`src/rtl/genius_pkg.sv`:
```
// rtl/genius_pkg.sv - state type and widths shared by the Genius game controller
package genius_pkg;

  localparam int STATE_W = 3;

  typedef enum logic [STATE_W-1:0] {
    INIT       = 3'd0,
    SETUP      = 3'd1,
    SEQUENCE   = 3'd2,
    PLAY       = 3'd3,
    CHECK      = 3'd4,
    NEXT_ROUND = 3'd5,
    RESULT     = 3'd6
  } state_t;

endpackage

```
`src/rtl/genius_if.sv`:
```
// rtl/genius_if.sv - control/status bundle between the game controller and datapath
interface genius_if;
  import genius_pkg::*;

  logic               R1;
  logic               R2;
  logic               E1;
  logic               E2;
  logic               E3;
  logic               E4;
  logic               SEL;
  logic [STATE_W-1:0] state_o;
  logic               end_FPGA;
  logic               end_User;
  logic               end_time;
  logic               win;
  logic               match;

  modport master (
    output R1, R2, E1, E2, E3, E4, SEL, state_o,
    input  end_FPGA, end_User, end_time, win, match
  );

  modport slave (
    input  R1, R2, E1, E2, E3, E4, SEL, state_o,
    output end_FPGA, end_User, end_time, win, match
  );
endinterface

```
`src/rtl/genius_key_press_detect.sv`:
```
// rtl/genius_key_press_detect.sv - confirm-key synchroniser and one-cycle press pulse
module key_press_detect #(
  parameter int SYNC_STAGES = 2
) (
  input  logic clk,
  input  logic rst_n,
  input  logic key_n,
  output logic press
);

  logic [SYNC_STAGES-1:0] sync;
  logic                   key_prev;
  logic                   press_q;

  // Everything resets to "released" so reset release never looks like a press.
  always_ff @(posedge clk or negedge rst_n) begin
    if (!rst_n) begin
      sync     <= '1;
      key_prev <= 1'b1;
      press_q  <= 1'b0;
    end else begin
      sync     <= {sync[SYNC_STAGES-2:0], key_n};
      key_prev <= sync[SYNC_STAGES-1];
      press_q  <= key_prev & ~sync[SYNC_STAGES-1];
    end
  end

  assign press = press_q;

endmodule

```
`src/rtl/genius_controller.sv`:
```
// rtl/genius_controller.sv - Moore sequencing FSM for the Genius memory game
module genius_controller
  import genius_pkg::*;
#(
  parameter int SYNC_STAGES = 2
) (
  input  logic     CLOCK_50,
  input  logic     reset,
  input  logic     KEY_ENTER,
  genius_if.master dp
);

  state_t state;
  state_t next_state;
  logic   press;

  key_press_detect #(.SYNC_STAGES(SYNC_STAGES)) u_key (
    .clk   (CLOCK_50),
    .rst_n (reset),
    .key_n (KEY_ENTER),
    .press (press)
  );

  always_ff @(posedge CLOCK_50 or negedge reset) begin
    if (!reset) state <= INIT;
    else        state <= next_state;
  end

  // end_User has priority over end_time when both arrive together.
  always_comb begin
    next_state = state;
    case (state)
      INIT:       next_state = SETUP;
      SETUP:      if (press) next_state = SEQUENCE;
      SEQUENCE:   if (dp.end_FPGA) next_state = PLAY;
      PLAY: begin
        if (dp.end_User)      next_state = CHECK;
        else if (dp.end_time) next_state = RESULT;
      end
      CHECK:      next_state = (dp.match && !dp.win) ? NEXT_ROUND : RESULT;
      NEXT_ROUND: next_state = SEQUENCE;
      RESULT:     if (press) next_state = INIT;
      default:    next_state = INIT;
    endcase
  end

  always_comb begin
    dp.R1  = 1'b0;
    dp.R2  = 1'b0;
    dp.E1  = 1'b0;
    dp.E2  = 1'b0;
    dp.E3  = 1'b0;
    dp.E4  = 1'b0;
    dp.SEL = 1'b1;
    case (state)
      INIT: begin
        dp.R1 = 1'b1;
        dp.R2 = 1'b1;
      end
      SETUP:    dp.E1 = 1'b1;
      SEQUENCE: dp.E3 = 1'b1;
      PLAY:     dp.E2 = 1'b1;
      CHECK:    ;
      NEXT_ROUND: begin
        dp.E4 = 1'b1;
        dp.R2 = 1'b1;
      end
      default:  dp.SEL = 1'b0;
    endcase
  end

  assign dp.state_o = state;

endmodule

```
`src/flat_wrapper.sv`:
```
// flat-port wrapper written by rule: the top's interface ports become plain ports
module genius_controller_flat import genius_pkg::*;
#(
  parameter int SYNC_STAGES = 2
)
  (CLOCK_50, reset, KEY_ENTER, dp_R1, dp_R2, dp_E1, dp_E2, dp_E3, dp_E4, dp_SEL, dp_state_o, dp_end_FPGA, dp_end_User, dp_end_time, dp_win, dp_match);
  genius_if dp_i ();
  input  logic CLOCK_50;
  input  logic reset;
  input  logic KEY_ENTER;
  output wire logic [$bits(dp_i.R1)-1:0] dp_R1;
  output wire logic [$bits(dp_i.R2)-1:0] dp_R2;
  output wire logic [$bits(dp_i.E1)-1:0] dp_E1;
  output wire logic [$bits(dp_i.E2)-1:0] dp_E2;
  output wire logic [$bits(dp_i.E3)-1:0] dp_E3;
  output wire logic [$bits(dp_i.E4)-1:0] dp_E4;
  output wire logic [$bits(dp_i.SEL)-1:0] dp_SEL;
  output wire logic [$bits(dp_i.state_o)-1:0] dp_state_o;
  input wire logic [$bits(dp_i.end_FPGA)-1:0] dp_end_FPGA;
  input wire logic [$bits(dp_i.end_User)-1:0] dp_end_User;
  input wire logic [$bits(dp_i.end_time)-1:0] dp_end_time;
  input wire logic [$bits(dp_i.win)-1:0] dp_win;
  input wire logic [$bits(dp_i.match)-1:0] dp_match;
  assign dp_R1 = dp_i.R1;
  assign dp_R2 = dp_i.R2;
  assign dp_E1 = dp_i.E1;
  assign dp_E2 = dp_i.E2;
  assign dp_E3 = dp_i.E3;
  assign dp_E4 = dp_i.E4;
  assign dp_SEL = dp_i.SEL;
  assign dp_state_o = dp_i.state_o;
  assign dp_i.end_FPGA = dp_end_FPGA;
  assign dp_i.end_User = dp_end_User;
  assign dp_i.end_time = dp_end_time;
  assign dp_i.win = dp_win;
  assign dp_i.match = dp_match;
  genius_controller #(.SYNC_STAGES(SYNC_STAGES)) u_core (.CLOCK_50(CLOCK_50), .reset(reset), .KEY_ENTER(KEY_ENTER), .dp(dp_i));
endmodule
```
`config.mk`:
```
export PLATFORM = sky130hd
export DESIGN_NAME = genius_controller_flat
export DESIGN_NICKNAME = d
export VERILOG_FILES = /design/src/rtl/genius_pkg.sv /design/src/rtl/genius_if.sv /design/src/rtl/genius_key_press_detect.sv /design/src/rtl/genius_controller.sv /design/src/flat_wrapper.sv
export SDC_FILE = /design/constraint.sdc
export NUM_CORES = 1
export LEC_CHECK = 0
export ABC_AREA = 1
export BUFFER_PORTS_ARGS = -buffer_cell sky130_fd_sc_hd__buf_4
export CAP_MARGIN = 20
export CORE_AREA = 2 2 39 41
export DETAILED_ROUTE_END_ITERATION = 8
export DIE_AREA = 0 0 41 43
export GPL_ROUTABILITY_DRIVEN = 0
export PLACE_DENSITY = 0.6
export SETUP_SLACK_MARGIN = 0.15
export SKIP_CTS_REPAIR_TIMING = 1
export SLEW_MARGIN = 40
export SYNTH_ARGS = -nofsm -noshare
export SYNTH_HDL_FRONTEND = slang
export SYNTH_SLANG_ARGS = --single-unit
export TNS_END_PERCENT = 20
```
`constraint.sdc`:
```
create_clock -name CLOCK_50 -period 2 [get_ports CLOCK_50]
set_input_delay 0.4 -clock CLOCK_50 [delete_from_list [all_inputs] [get_ports CLOCK_50]]
set_output_delay 0.4 -clock CLOCK_50 [all_outputs]
set_load 0.1 [all_outputs]
```
Word level (Yosys, flattened, before mapping)
Cells that the tools add are included.
{"block": "classes", "eq_ne": 10, "n_mux": 14, "bitwise": 2, "n_reduce_logical": 6}
{"op": "3-bit case mux with 7 select lines", "count": 1}
{"op": "3-bit 2-to-1 mux", "count": 5}
{"op": "3-bit == test, second input constant", "count": 3}
{"op": "1-bit 2-to-1 mux", "count": 7}
{"op": "3-bit by 2-bit == test with 1-bit output, second input constant", "count": 2}
{"op": "2-bit inequality test, second input constant", "count": 3}
{"op": "6-bit OR reduction", "count": 1}
{"op": "4-bit AND reduction", "count": 1}
{"op": "3-bit by 1-bit == test with 1-bit output, second input constant", "count": 1}
{"op": "3-bit logical NOT", "count": 1}
{"op": "3-bit inequality test, second input constant", "count": 1}
{"op": "2-bit 2-to-1 mux", "count": 1}
{"op": "2-bit OR reduction", "count": 1}
{"op": "1-bit AND", "count": 1}
{"op": "1-bit logical AND", "count": 1}
{"op": "1-bit logical NOT", "count": 1}
{"op": "1-bit inverter", "count": 1}
{"block": "totals", "register_bits": 7, "in_bits": 8, "output_inout_bits": 10, "elab_cells": 36}

Longest topological paths before layout
Gate-level depths: netlist of run 1.
{"block": "depth", "depth_word": 4, "ltp_mapped": 8, "depth_no_buf": 7}

Cells and area by module
From an unflattened synthesis of run 1, not the netlist that was laid out.
{"block": "hier_totals", "cells_unflattened": 62, "area_unflattened_um2": 451.7}
{"mod": "genius_controller", "instances": 1, "cells_each": 56, "area_each_um2": 337.8, "seq_area_each_um2": 75.1}
{"mod": "key_press_detect", "instances": 1, "cells_each": 6, "area_each_um2": 113.9, "seq_area_each_um2": 103.8}

Worst setup path after synthesis of run 1
Ideal clock, no wire load.
{"block": "synth_timing", "path_kind": "reg-to-output", "start": "reg u_core.state[0] (netlist: u_core.dp.state_o[0])", "end": "out dp_R2", "arrival_ns": 3.394, "required_time_ns": 1.600, "slack_ns": -1.794, "path_stages_with_launch": 4, "n_path_buf": 0, "cell_sequence": "dfrtp_1 nand2_1 nor2_1 or2_1"}
{"block": "synth_between", "elab_chain_len": 3, "elab_cells_between_ends": 4, "cone_classes": "1 x eq/ne; 1 x mux; 2 x reduce/logical"}
{"element": "start, declared", "line_no": "genius_controller.sv:13", "rtl": "state_t state;"}
{"element": "start signal, assigned", "line_no": "genius_controller.sv:26", "rtl": "else state <= next_state;"}
{"element": "3-bit == test or 3-bit logical NOT (tied branches)", "line_no": "genius_controller.sv:55", "rtl": "case (state)"}
{"element": "2-bit OR reduction (no line) (*)"}
{"element": "1-bit 2-to-1 mux (*)", "line_no": "genius_controller.sv:55"}
{"element": "end, declared", "line_no": "flat_wrapper.sv:12", "rtl": "output wire logic [$bits(dp_i.R2)-1:0] dp_R2;"}
Mark *: on every way between the ends. The rest lies on a longest branch, timed or not.

Worst setup path after layout of run 1
Same ends and word-level chain as after synthesis.

==> results.tsv, run 1 <==
metric	value	unit
cp_cell_sequence	nor2_4 > inv_2 > nor2_4 > or2_4 > buf_6	
fin_util	0.453	
syn_avg_cell_area	7.69	µm²
syn_nets	62	
final_cell_area	627	µm²
cp-end-kind	primary output	
clock_latency	0.24	ns
crit_path_start_kind	register	
grt_first_pass_wirelength	1430	µm
worst-path-max-fanout	7	
wl_per_cell	9.26	µm
synth_top_cell_by_area	dfrtp_1	
ys.flop_type	dfrtp_1	
synth_xor_area_frac	0	
min_path_cells	1	
max_slew_margin	0.817	
post-place-cells	85	
design.core.area	1380	µm²
synth_top_family_by_area	simple AND/OR/NAND/NOR gates	
htreeDepth	1	
antenna_found_initial	0	
setup_viol	0	
critPathArrivalTime	1.39	ns
cts_sinks	7	
fin_crit	1.79	ns
netlist_area	415	µm²
grt_pass1_vias	375	
hold_viol	0	
drv_cap	0	
synth_fa_ha_area_frac	0	
initial_core_util	0.300	
synth_warnings	0	
die_w	41	µm
min_from	KEY_ENTER	
drive_gt1_frac	0.554	
grtUsageTotal	0.121	
grt-ovfl-total	0	
first_pass_iters	1	
fmax	0.560	GHz
synth_top_cell_area_share	0.241	
syn_inst	54	
path_clk_slew	0.05	ns
r2r_start	u_core.dp.state_o[2]	
r2r_slack	0.79	ns
antenna_cells	0	
status	finished, final reports clean	
synth_top_cells_by_count	inv_1, nand2_1, nand3_1, nor2_1, dfrtp_1	
critPathSlowestCell	dfrtp_4	
critPathMaxStageDelay	0.52	ns
r2r.worst_path.cells	6	
instances_no_fill	90	
io_pins	18	
r2r-end	u_core.dp.state_o[1]	
synth-edff-count	0	
cpMostUsedCell	nor2_4	
ant_nets	0	
fp-row-count	14	
critPathKind	register to primary output	
synth-simple-area-share	0.349	
synth_compound_area_frac	0.0602	
nNetsFinal	83	
yosysUniqueCellTypes	17	
ys_ff_latch	7	
muxShareOfSynthArea	0	
area_growth	50.9	%
hold_class	primary input to register	
tritoncts	built	
die_h	43	µm
cts_root_buf	clkbuf_4	
worst_slew_pin_slew	0.274	ns
cts-buffers-inserted	3	
slew_violations	0	
drt_iter0_drc	0	
tns	0	ns
drt_wl_total	833	µm
hpwl	691	µm
viasPerCell	4.38	
die_area	1760	µm²
rsz0062_at_grt	no	
worstPathRequired	1.60	ns
clock_skew	0.00228	ns
finalCritPeriodShare	0.893	
synth-seq-area-share	0.431	
async_reset_ff_frac	1.00	
placed_area	587	µm²
fillCellCount	149	
holdPathEnd	u_core.u_key.sync[0]	
cts_max_path_buffers	2	
drc_errors	0	
port_buffers	17	
synthTopCellsByArea	dfrtp_1, dfstp_2, nand3_1	
dr_total_vias	394	
grt_max_degree	12	
-- metal layers --
metal	track usage	wire length, µm	up-vias
met5	0	0	-
met4	0.0800	0	0
met3	0.0314	54	0
met2	0.169	406	13
met1	0.157	372	174
li1	-	-	207
-- through the flow --
step	hold WS, ns	setup slack [ns]
after global placement	0.214	0.438
final	0.259	0.214
after detailed placement	0.213	0.416
after floorplan	0.104	-0.268
after global routing	0.245	0.153
after CTS	-0.0577	0.144
-- placed cells by master, fill, tap and decap left out, drive strengths merged --
master and instances:
buf 17, inv 11, nand2 11, nor2 9
nand3 8, clkbuf 4, dfrtp 4, dfstp 3
o21ai 3, or2 1, o22ai 1, nand4 1
dlygate4sd3 1
-- flip-flops by register name, summed over array words and instances, names as in the netlist --
signal                 cells
u_core.dp.state_o          3
u_core.u_key.sync          2
u_core.u_key.key_prev      1
u_core.u_key.press         1
-- worst max-delay path by stage --
stage / startpoint / endpoint / slack, ns / depth (start not counted)
2_1_floorplan: u_core.dp.state_o[1] / dp_R2 / -0.27 / 5
3_3_place_gp: u_core.dp.state_o[0] / dp_R2 / 0.44 / 5
3_5_place_dp: u_core.dp.state_o[0] / dp_R2 / 0.42 / 5
4_1_cts: u_core.dp.state_o[1] / dp_R2 / 0.14 / 5
5_1_grt: u_core.dp.state_o[1] / dp_R2 / 0.15 / 5
6_report: u_core.dp.state_o[0] / dp_R2 / 0.21 / 5
-- logic make-up after synthesis --
group / count (synthesis)
AOI/OAI and AO/OA: 4
buffers and inverters: 13
DFF: 7
and+or+nand+nor: 30
-- final cells by class --
cell class / instances / area (µm²) / share of cell area
Multi-Input combinational cell: 34 / 205 / 0.327
Timing Repair Buffer: 18 / 141 / 0.226
Clock buffer: 4 / 26.3 / 0.0419
Sequential cell: 7 / 188 / 0.299
Tap cell: 16 / 20.0 / 0.0319
Inverter: 11 / 46.3 / 0.0739
-- critical path, delay by kind of cell (launching register included) --
kind                   cells  cell delay [ns]
AND/OR/NAND/NOR            3             0.35
flip-flops                 1             0.52
buffers and inverters      2             0.27
Power of run 1 is not shown: default switching activity piles up to over one toggle a cycle in this logic, so the estimate is an artifact.
==> run 2, diff against run 1 <==
- PLACE_DENSITY: 0.6 -> default
- PLACE_DENSITY_LB_ADDON: default -> 0.25
==> results.tsv, run 2 (synthesis results as in run 1) <==
metric	value	unit	change
grt-ovfl-total	0		unchanged
area_growth	51.8	%	
path_clk_slew	0.05	ns	about the same
grt_first_pass_wirelength	1440	µm	+0.49%
wl_met3	49	µm	-9.3%
die_h	43	µm	unchanged
clock_latency	0.24	ns	about the same
route.met2.wl	450	µm	+11%
nNetsFinal	83		unchanged
drc_errors	0		unchanged
status	finished, final reports clean		
worstPathRequired	1.60	ns	about the same
drv_cap	0		unchanged
max_slew_margin	0.816		-0.00133
cts_sinks	7		unchanged
hold_class	primary input to register		
cts-buffers-inserted	3		unchanged
ant_nets	0		unchanged
antenna_found_initial	0		unchanged
critPathMaxStageDelay	0.52	ns	about the same
drt_iter0_drc	8		+8
dr_total_vias	394		unchanged
fillCellCount	150		+0.67%
fin_crit	1.78	ns	-0.00672 ns
cts_max_path_buffers	2		unchanged
design.core.area	1380	µm²	unchanged
critPathKind	register to primary output		
rsz0062_at_grt	yes		
hpwl	702	µm	+1.5%
critPathSlowestCell	dfrtp_4		
worst-path-max-fanout	7		unchanged
grtUsageTotal	0.124		+0.00317
cpMostUsedCell	nor2_4		
port_buffers	17		unchanged
tns	0	ns	unchanged
die_area	1760	µm²	unchanged
layout_common_cells	buf_4, inv_1, nand3_1, nand2_1, nor2_4		
clock_skew	0.000505	ns	-0.00178 ns
drive_gt1_frac	0.554		unchanged
setup_viol	0		unchanged
initial_core_util	0.300		unchanged
multi_input_area	205	µm²	unchanged
tritoncts	built		
worst_slew_pin_slew	0.279	ns	+0.00427 ns
final_common_cell	buf_4		
grt_max_degree	12		unchanged
viasPerCell	4.38		unchanged
grt_pass1_vias	350		-6.7%
hold_viol	0		unchanged
seqCellArea	188	µm²	unchanged
slew_violations	0		unchanged
finalCritPeriodShare	0.889		-0.00336
io_pins	18		unchanged
drt_wl_total	855	µm	+2.6%
crit_path_start_kind	register		
cp-end-kind	primary output		
hold_slack	0.264	ns	+0.00489 ns
antenna_cells	0		unchanged
fmax	0.562	GHz	+0.38%
fp-row-count	14		unchanged
wl_per_cell	9.50	µm	+2.6%
cts_root_buf	clkbuf_4		
highest_layer	met3		
critPathArrivalTime	1.38	ns	about the same
largest_reg_flops	3		unchanged
wl_met1	356	µm	-4.3%
die_w	41	µm	unchanged
htreeDepth	1		unchanged
cp_cell_sequence	nor2_4 > inv_2 > nor2_4 > or2_4 > buf_8		
first_pass_iters	5		+4
## run 2: per-layer routing
metal	track usage	vias to the layer above
met5	0	-
met4	0.0800	0
met3	0.0157	0
met2	0.194	13
met1	0.151	176
li1	-	205
## run 2: final timing paths
path	from	to	slack, ns	depth (start not counted)
max in group asynchronous	reset	u_core.u_key.sync[0]	1.29	2
hold / removal	KEY_ENTER	u_core.u_key.sync[0]	0.26	1
min in group asynchronous	reset	u_core.dp.state_o[1]	0.50	2
setup / recovery	u_core.dp.state_o[0]	dp_R2	0.22	5
setup reg to reg	u_core.dp.state_o[0]	u_core.dp.state_o[1]	0.77	6
hold reg to reg	u_core.u_key.sync[0]	u_core.u_key.sync[1]	0.36	0
## run 2: cell type report
| type | instances | area share |
|---|---|---|
| Multi-Input combinational cell | 34 | 0.325 |
| Clock buffer | 4 | 0.0417 |
| Tap cell | 16 | 0.0317 |
| Sequential cell | 7 | 0.298 |
| Inverter | 11 | 0.0734 |
| Timing Repair Buffer | 18 | 0.230 |
## run 2: metrics by stage
stage                     worst slack [ns]   util  cells  area [µm²]
after floorplan                     -0.268      -     54         462
after global placement               0.433  0.424     85         587
after detailed placement             0.401  0.424     85         587
after CTS                            0.129  0.443     89         613
after global routing                 0.143  0.456     90         631
final                                0.221  0.456     90         631
## run 2: critical path, delay by kind of cell, from the launching register on
family                 cells  cell delay, ns
buffers and inverters      2            0.25
flip-flops                 1            0.52
AND/OR/NAND/NOR            3            0.36
Power of run 2 is left out for the same reason.
